### src/rtl/clock_pkg.sv
// Shared types, limits and BCD step helpers for the time-of-day clock core.
package clock_pkg;

  typedef logic [3:0] bcd_digit_t;

  typedef struct packed {
    bcd_digit_t tens;
    bcd_digit_t units;
  } bcd_pair_t;

  typedef enum logic [1:0] {
    RUN   = 2'd0,
    SET_H = 2'd1,
    SET_M = 2'd2
  } set_state_t;

  localparam bcd_pair_t MAX_HOUR    = 8'h23;
  localparam bcd_pair_t MAX_MIN_SEC = 8'h59;
  localparam bcd_pair_t NOON        = 8'h12;
  localparam bcd_pair_t BCD_ZERO    = 8'h00;

  // Step a two-digit BCD value up by one, wrapping from max back to 00.
  function automatic bcd_pair_t bcd_inc_wrap(input bcd_pair_t val, input bcd_pair_t max);
    bcd_pair_t res;
    if (val == max) begin
      res = BCD_ZERO;
    end else if (val.units == 4'd9) begin
      res.tens  = val.tens + 4'd1;
      res.units = 4'd0;
    end else begin
      res.tens  = val.tens;
      res.units = val.units + 4'd1;
    end
    return res;
  endfunction

  function automatic bcd_pair_t bcd_dec_wrap(input bcd_pair_t val, input bcd_pair_t max);
    bcd_pair_t res;
    if (val == BCD_ZERO) begin
      res = max;
    end else if (val.units == 4'd0) begin
      res.tens  = val.tens - 4'd1;
      res.units = 4'd9;
    end else begin
      res.tens  = val.tens;
      res.units = val.units - 4'd1;
    end
    return res;
  endfunction

endpackage

### src/rtl/hour_fmt_12h.sv
// Combinational 24h -> 12h hour conversion with PM flag (00 shows as 12 AM).
module hour_fmt_12h
  import clock_pkg::*;
(
  input  bcd_pair_t hour_24,
  output bcd_pair_t hour_12,
  output logic      pm
);

  always_comb begin
    // NOTE: every output gets a default before any branch, so no path leaves it unassigned and no latch is inferred.
    hour_12 = hour_24;
    pm      = (hour_24 >= NOON);
    if (hour_24 == BCD_ZERO) begin
      hour_12 = NOON;
    end else if (hour_24 > NOON) begin
      // BCD subtract of 12: borrow from the tens digit when units < 2.
      if (hour_24.units >= 4'd2) begin
        hour_12.tens  = hour_24.tens - 4'd1;
        hour_12.units = hour_24.units - 4'd2;
      end else begin
        hour_12.tens  = hour_24.tens - 4'd2;
        hour_12.units = hour_24.units + 4'd8;
      end
    end
  end

endmodule

### src/rtl/bcd_clock_fmt.sv
// Time-of-day keeper: BCD HH:MM:SS counter, button-driven set FSM with digit blink,
// and registered 24h/12h formatting for the 7-segment display path.
module bcd_clock_fmt
  import clock_pkg::*;
#(
  parameter int CLK_FREQ_HZ = 100_000_000,
  parameter int TICK_HZ     = 1,
  parameter int BLINK_HZ    = 2,
  parameter int SUPPRESS_LZ = 1
) (
  input  logic        clk,
  input  logic        rst,
  input  logic        toggle_ampm,
  input  logic        btn_mode,
  input  logic        btn_inc,
  input  logic        btn_dec,
  output logic [23:0] BCD_out,
  output logic        pm_flag,
  output logic [5:0]  blank_mask,
  output logic        sec_tick,
  output logic        set_active
);

  localparam int TICK_TC  = CLK_FREQ_HZ / TICK_HZ - 1;
  localparam int BLINK_HP = CLK_FREQ_HZ / (2 * BLINK_HZ);
  localparam int PRESC_W  = (TICK_TC < 1) ? 1 : $clog2(TICK_TC + 1);
  localparam int BLINK_W  = (BLINK_HP < 2) ? 1 : $clog2(BLINK_HP);
  localparam logic [PRESC_W-1:0] PRESC_LAST = PRESC_W'(TICK_TC);
  localparam logic [BLINK_W-1:0] BLINK_LAST = BLINK_W'(BLINK_HP - 1);

  if ((CLK_FREQ_HZ % TICK_HZ) != 0 || (CLK_FREQ_HZ % (2 * BLINK_HZ)) != 0) begin : g_param_check
    $error("bcd_clock_fmt: CLK_FREQ_HZ must be divisible by TICK_HZ and by 2*BLINK_HZ");
  end

  set_state_t         state_q, state_d;
  bcd_pair_t          hour_q, hour_d;
  bcd_pair_t          min_q, min_d;
  bcd_pair_t          sec_q, sec_d;
  logic [PRESC_W-1:0] presc_q, presc_d;
  logic [BLINK_W-1:0] blink_cnt_q, blink_cnt_d;
  logic               blink_ph_q, blink_ph_d;
  logic               tick_q, tick_d;
  logic               sec_tick_q, sec_tick_d;
  logic [23:0]        bcd_q, bcd_d;
  logic               pm_q, pm_d;
  logic [5:0]         blank_q, blank_d;

  logic      inc_only, dec_only;
  bcd_pair_t hour_12, disp_hour;
  logic      pm_12, lead_zero;

  assign inc_only = btn_inc & ~btn_dec;
  assign dec_only = btn_dec & ~btn_inc;

  // Time keeping, set FSM and blink generator.
  always_comb begin
    state_d     = state_q;
    hour_d      = hour_q;
    min_d       = min_q;
    sec_d       = sec_q;
    presc_d     = presc_q;
    blink_cnt_d = blink_cnt_q;
    blink_ph_d  = blink_ph_q;
    tick_d      = 1'b0;

    unique case (state_q)
      RUN: begin
        if (presc_q == PRESC_LAST) begin
          presc_d = '0;
          tick_d  = 1'b1;
          sec_d   = bcd_inc_wrap(sec_q, MAX_MIN_SEC);
          if (sec_q == MAX_MIN_SEC) begin
            min_d = bcd_inc_wrap(min_q, MAX_MIN_SEC);
            if (min_q == MAX_MIN_SEC) begin
              hour_d = bcd_inc_wrap(hour_q, MAX_HOUR);
            end
          end
        end else begin
          presc_d = presc_q + PRESC_W'(1);
        end
        if (btn_mode) begin
          state_d = SET_H;
        end
      end
      SET_H: begin
        if (btn_mode) begin
          state_d = SET_M;
        end else if (inc_only) begin
          hour_d = bcd_inc_wrap(hour_q, MAX_HOUR);
        end else if (dec_only) begin
          hour_d = bcd_dec_wrap(hour_q, MAX_HOUR);
        end
      end
      SET_M: begin
        if (btn_mode) begin
          // Leaving set mode restarts the second so the next tick is a full period away.
          state_d = RUN;
          sec_d   = BCD_ZERO;
          presc_d = '0;
        end else if (inc_only) begin
          min_d = bcd_inc_wrap(min_q, MAX_MIN_SEC);
        end else if (dec_only) begin
          min_d = bcd_dec_wrap(min_q, MAX_MIN_SEC);
        end
      end
      default: state_d = RUN;
    endcase

    if (state_d != state_q) begin
      blink_cnt_d = '0;
      blink_ph_d  = 1'b0;
    end else if (state_q != RUN) begin
      if (blink_cnt_q == BLINK_LAST) begin
        blink_cnt_d = '0;
        blink_ph_d  = ~blink_ph_q;
      end else begin
        blink_cnt_d = blink_cnt_q + BLINK_W'(1);
      end
    end
  end

  hour_fmt_12h u_hour_fmt (
    .hour_24 (hour_q),
    .hour_12 (hour_12),
    .pm      (pm_12)
  );

  // Display formatting; registered below so outputs trail the time register by one cycle.
  always_comb begin
    disp_hour  = toggle_ampm ? hour_12 : hour_q;
    lead_zero  = (SUPPRESS_LZ != 0) && toggle_ampm && (disp_hour.tens == 4'd0);
    bcd_d      = {disp_hour, min_q, sec_q};
    pm_d       = toggle_ampm & pm_12;
    sec_tick_d = tick_q;
    blank_d    = 6'b000000;
    blank_d[5] = lead_zero;
    unique case (state_q)
      SET_H: begin
        blank_d[5] = lead_zero | blink_ph_q;
        blank_d[4] = blink_ph_q;
      end
      SET_M:   blank_d[3:2] = {2{blink_ph_q}};
      default: ;
    endcase
  end

  always_ff @(posedge clk or posedge rst) begin
    if (rst) begin
      state_q     <= RUN;
      hour_q      <= BCD_ZERO;
      min_q       <= BCD_ZERO;
      sec_q       <= BCD_ZERO;
      presc_q     <= '0;
      blink_cnt_q <= '0;
      blink_ph_q  <= 1'b0;
      tick_q      <= 1'b0;
      sec_tick_q  <= 1'b0;
      bcd_q       <= 24'h0;
      pm_q        <= 1'b0;
      blank_q     <= 6'b000000;
    end else begin
      // NOTE: non-blocking updates so every flop samples pre-edge values regardless of statement order.
      state_q     <= state_d;
      hour_q      <= hour_d;
      min_q       <= min_d;
      sec_q       <= sec_d;
      presc_q     <= presc_d;
      blink_cnt_q <= blink_cnt_d;
      blink_ph_q  <= blink_ph_d;
      tick_q      <= tick_d;
      sec_tick_q  <= sec_tick_d;
      bcd_q       <= bcd_d;
      pm_q        <= pm_d;
      blank_q     <= blank_d;
    end
  end

  assign BCD_out    = bcd_q;
  assign pm_flag    = pm_q;
  assign blank_mask = blank_q;
  assign sec_tick   = sec_tick_q;
  assign set_active = (state_q != RUN);

endmodule

### config.mk
export PLATFORM = sky130hd
export DESIGN_NAME = bcd_clock_fmt
export DESIGN_NICKNAME = d
export VERILOG_FILES = /design/src/rtl/clock_pkg.sv /design/src/rtl/hour_fmt_12h.sv /design/src/rtl/bcd_clock_fmt.sv
export SDC_FILE = /design/constraint.sdc
export NUM_CORES = 1
export LEC_CHECK = 0
export BUFFER_PORTS_ARGS = -buffer_cell sky130_fd_sc_hd__buf_2
export CAP_MARGIN = 20
export CELL_PAD_IN_SITES_DETAIL_PLACEMENT = 2
export CELL_PAD_IN_SITES_GLOBAL_PLACEMENT = 2
export CORE_MARGIN = 2
export CORE_UTILIZATION = 30
export DETAILED_ROUTE_END_ITERATION = 7
export PLACE_DENSITY = 0.71
export SYNTH_ARGS = -nofsm -noshare
export SYNTH_HDL_FRONTEND = slang
export SYNTH_SLANG_ARGS = --single-unit
export TNS_END_PERCENT = 5
### constraint.sdc
create_clock -name clk -period 3.4 [get_ports clk]
set_input_delay 0.68 -clock clk [delete_from_list [all_inputs] [get_ports clk]]
set_output_delay 0.68 -clock clk [all_outputs]
set_load 0.03 [all_outputs]
; Word-level counts from Yosys, hierarchy flattened
; Index checks and enable logic that the tools add are counted.
[classes]
bitwise_logic = 7
muxes = 47
eq_ne = 22
n_lt_le_gt_ge = 3
n_addsub = 15
n_reduce_logical = 20
[ops]
columns = operator, n
row1 = 2-to-1 mux 8 bit, 27
row2 = 2-to-1 mux 25 bit, 3
row3 = 2-to-1 mux 27 bit, 2
row4 = one-hot mux 27 bit (2 select lines), 1
row5 = one-hot mux 8 bit (2 select lines), 3
row6 = "adder 27 x 1 -> 27 bit, second input constant", 1
row7 = "equality test 27 bit, second input constant", 1
row8 = "adder 25 x 1 -> 25 bit, second input constant", 1
row9 = "equality test 25 bit, second input constant", 1
row10 = "adder 4 x 1 -> 4 bit, second input constant", 6
row11 = "equality test 8 x 7 -> 1 bit, second input constant", 2
row12 = zero test 8 bit, 2
row13 = "subtractor 4 x 1 -> 4 bit, second input constant", 4
row14 = "equality test 4 bit, second input constant", 3
row15 = zero test 4 bit, 3
row16 = "!= test 2 bit, second input constant", 6
row17 = AND reduction 6 bit, 2
row18 = 2-to-1 mux 2 bit, 5
row19 = nonzero test 2 bit, 5
row20 = "!= test 3 bit, second input constant", 3
row21 = "equality test 8 x 6 -> 1 bit, second input constant", 1
row22 = "greater-or-equal comparator 8 x 5 -> 1 bit, second input constant", 1
row23 = "greater-than comparator 8 x 5 -> 1 bit, second input constant", 1
row24 = "!= test 4 bit, second input constant", 2
row25 = 18 further kinds, 28
[word_totals]
out_inout_bits = 33
in_bits = 6
reg_bits = 110

; Depth between registers and ports, before layout
[logic_depth]
depth_word = 9
depth_mapped = 9
depth_no_buf = 9

; Modules after synthesis
; Synthesis repeated with hierarchy kept, for this count alone.
[unflattened]
hier_cells = 654
hier_area_um2 = 6049.6
[by_module_without_submodules]
columns = module, seq_area_each_um2, cells_per_inst, instances, area_per_inst_um2
row1 = bcd_clock_fmt, 2727.6, 600, 1, 5650.4
row2 = hour_fmt_12h, 0.0, 54, 1, 399.1

; Worst setup path before layout
; No wires, ideal clock.
[synth_timing]
path_type = flip-flop to flip-flop
start = register presc_q[0]
end = register hour_q[3] (netlist name)
slack_ns = 1.007
n_path_buf = 1
arrival_ns = 2.269
t_required_ns = 3.276
setup_ns = 0.124
stages_incl_launch_ff = 8
path_cell_list = dfrtp_1 ha_1 nand4_2 or4_1 or4_1 nor2b_1 buf_6 o31a_1
[synth_between]
elab_chain_len = 3
[synth_rtl]
columns = item, line
row1 = from (decl), bcd_clock_fmt.sv:39  ; logic [PRESC_W-1:0] presc_q, presc_d;
row2 = from (signal assigned), bcd_clock_fmt.sv:167  ; presc_q <= presc_d;
row3 = equality test 27 bit, bcd_clock_fmt.sv:68  ; if (presc_q == PRESC_LAST) begin
row4 = != test 2 bit (no source line), --
row5 = AND reduction 6 bit (no source line), --
row6 = to (signal assigned), bcd_clock_fmt.sv:164  ; hour_q <= hour_d;
row7 = to (decl), bcd_clock_fmt.sv:36  ; bcd_pair_t hour_q, hour_d;
; No other way between the ends.
; A chain may end at the register's enable or synchronous reset.

; Final worst setup path
; Same ends and word-level chain as after synthesis.

==> metrics.yaml <==
route:
  vias_per_cell: 5.40
  ant_nets: 0
  via_count: 5097
  drc: 0
  wirelength_um: 17200
  drt_pass1_iterations: 5
  wl_met1_um: 7850
  dr_wl_met3_um: 398
  met2_length_um: 8650
  wl_per_cell_um: 18.3
  top_layer_used: "met4"
  drt-initial-drc-count: 195
timing:
  post-route-period-util: 0.794
  finClkSkew_ns: 0.00523
  rsz0062_at_grt: "false"
  tns_ns: 0
  setup_viol: 0
  setup_slack_ns: 0.700
  maxSlewViolCount: 0
  max-slew-margin-rel: 0.544
  worst_slew_pin_slew_ns: 0.683
  min_period_ns: 2.70
  fmax_ghz: 0.370
  hold_viol: 0
power:
  irDropWorstVdd_v: 0.000371
  pwr_density_cell_nw_per_um2: 792
  leakage_nw: 2.88
  finalPower_mw: 5.33
clocking:
  cts.sinks: 109
  clk_pin_slew_ns: 0.07
  htree_levels: 3
  cts_resized: 0
  cts_setup_buffers: 0
  clk_latency_ns: 0.36
  cts-root-buf: "clkbuf_16"
  cts.hold.buffers_added: 0
  cts_tree: "built"
  clk_path_buf_depth: 2
  numCtsBuffers: 9
setup_path:
  end_kind: "flip-flop"
  ff2ff_setup_slack_ns: 0.70
  required_ns: 3.65
  critPathKind: "reg2reg"
  crit_buf_inv: 0
  critPathMaxFanout: 9
  crit_path_start_kind: "flip-flop"
  crit_arrival_ns: 2.95
  critPathTopFamily: "simple AND/OR/NAND/NOR gates"
  r2r_start: "presc_q[0]"
  slowest_stage: "or4_1"
  critPathMaxStageDelay_ns: 0.58
  crit_path_start: "presc_q[0]"
  cp_common_cell: "or4_1"
  crit_chain: "ha_1, nand4_2, or4_1, or4_1, nor2b_1, o31a_1"
finish:
  drive_gt1_frac: 0.115
  syn2layout_area_growth_pct: 12.2
  final_common_cell: "dfrtp_1"
  layout_common_cells: "dfrtp_1 (109), nor2_1 (67), nand2_1 (64)"
  finalCoreUtilization: 0.345
  final_nets: 704
  n_antenna_cell: 0
  fin_area_um2: 6730
synthesis:
  synth_ff_type: "dfrtp_1"
  yosys_register_bits: 109
  synth_warnings: 0
  synth_edf_count: 0
  synth_top_cell_area_share: 0.455
  syn_inst: 655
  yosys.area.top_type: "dfrtp_1"
  synth_area_leaders: "dfrtp_1 (45%), ha_1 (4.6%), nor2_1 (4.2%)"
  avgSynthCellArea_um2: 9.16
  ys_types: 75
  yosysSeqAreaShare: 0.455
  ys_async_sr_fraction: 1.00
  synth.cell_area_um2: 6000
min_path:
  hp-start: "sec_tick_d"
  min_path_type: "reg2reg"
die:
  chipWidth_um: 145
  io-pin-count: 39
  placementRows: 51
  core_area_um2: 19500
  initial_core_util: 0.307
  fp.dieArea_um2: 21100
  die_h_um: 145
placed_design:
  finalWeightedCongestion: 0.782
  dp_slack_ns: 0.663
  portBuffers: 36
  dp_hpwl_um: 12200
  placed_area_um2: 6430
grt:
  grt_pass1_vias: 5642
  grt_pass1_wl_um: 29600
  grtUsageTotal: 0.171
  antenna_found_initial: 0
  grt_start_max_net_pins: 110
  grt_overflow: 0
run_status:
  status: "finished, final reports clean"
job:
  maxCapViolations: 0
## cell families (layout without fill, tap and decap cells)
group                      Yosys count  in the layout  synth area share
other                                1              2          0.000625
adders and majority gates           23             23            0.0475
xor gates and xnor gates            39             39            0.0569
muxes                                4              4           0.00667
DFF                                109            109             0.455
buffers and inverters               56             79            0.0398
AOI/OAI and AO/OA                  158            158             0.166
and+or+nand+nor                    265            265             0.228
## worst reg2reg max path, delay by kind of cell (launching register included)
family	cells	cell delay, ns
flip-flops	1	0.40
AND/OR/NAND/NOR	4	1.57
AO/OA/AOI/OAI	1	0.33
adder cells (fa/ha/maj)	1	0.28
## path summary, 6_finish.rpt
kind / to / cells after the start
max in group asynchronous: blink_cnt_q[19] / 3
max: hour_q[3] / 6
min in group asynchronous: blink_cnt_q[21] / 3
min: sec_tick / 0
min reg2reg: sec_tick / 0
max reg2reg: hour_q[3] / 6
## sequential cells by signal (all words and copies together), names as in the netlist, 2 cells and up
signal / flops
hour_q: 8
presc_q: 27
blink_cnt_q: 25
state_q: 2
bcd_d: 16
BCD_out: 24
blank_mask: 3
## metal layers
layer	up-vias	global-route usage
met4	0	0.0632
met1	2628	0.216
li1	2386	-
met2	64	0.296
met3	19	0.0245
met5	-	0
## synth_stat cells, types with 7 or more instances
cell type,n
ha_1,22
xnor2_1,19
and4_1,7
o31ai_1,10
and3_1,12
nand2_1,64
nor4_1,8
inv_1,23
nand3_1,20
dfrtp_1,109
nor3_1,21
o21ai_0,50
nand4_1,17
a21o_1,8
clkbuf_1,25
a21oi_1,26
nor2_1,67
xor2_1,20
a31oi_1,22
## through the flow
step | cells | hold WS, ns
after floorplan | 656 | 0.331
after global placement | 930 | 0.402
after detailed placement | 930 | 0.385
after CTS | 944 | 0.414
after global routing | 944 | 0.416
final | 944 | 0.405
## layout make-up
class	count	area [um2]
Clock inverter	5	77.6
Sequential cell	109	2730
Tap cell	265	332
Multi-Input combinational cell	491	3040
Inverter	23	90.1
Clock buffer	9	225
Fill cell	2210	12800
Timing Repair Buffer	42	238
## power breakdown
part | internal [mW] | leakage, nW | switching, mW
registers | 1.61 | 1.42 | 0.502
logic | 0.732 | 1.30 | 1.35
clock network | 0.636 | 0.147 | 0.496
total | 2.98 | 2.88 | 2.35
Power figures use the tool's default switching activity.
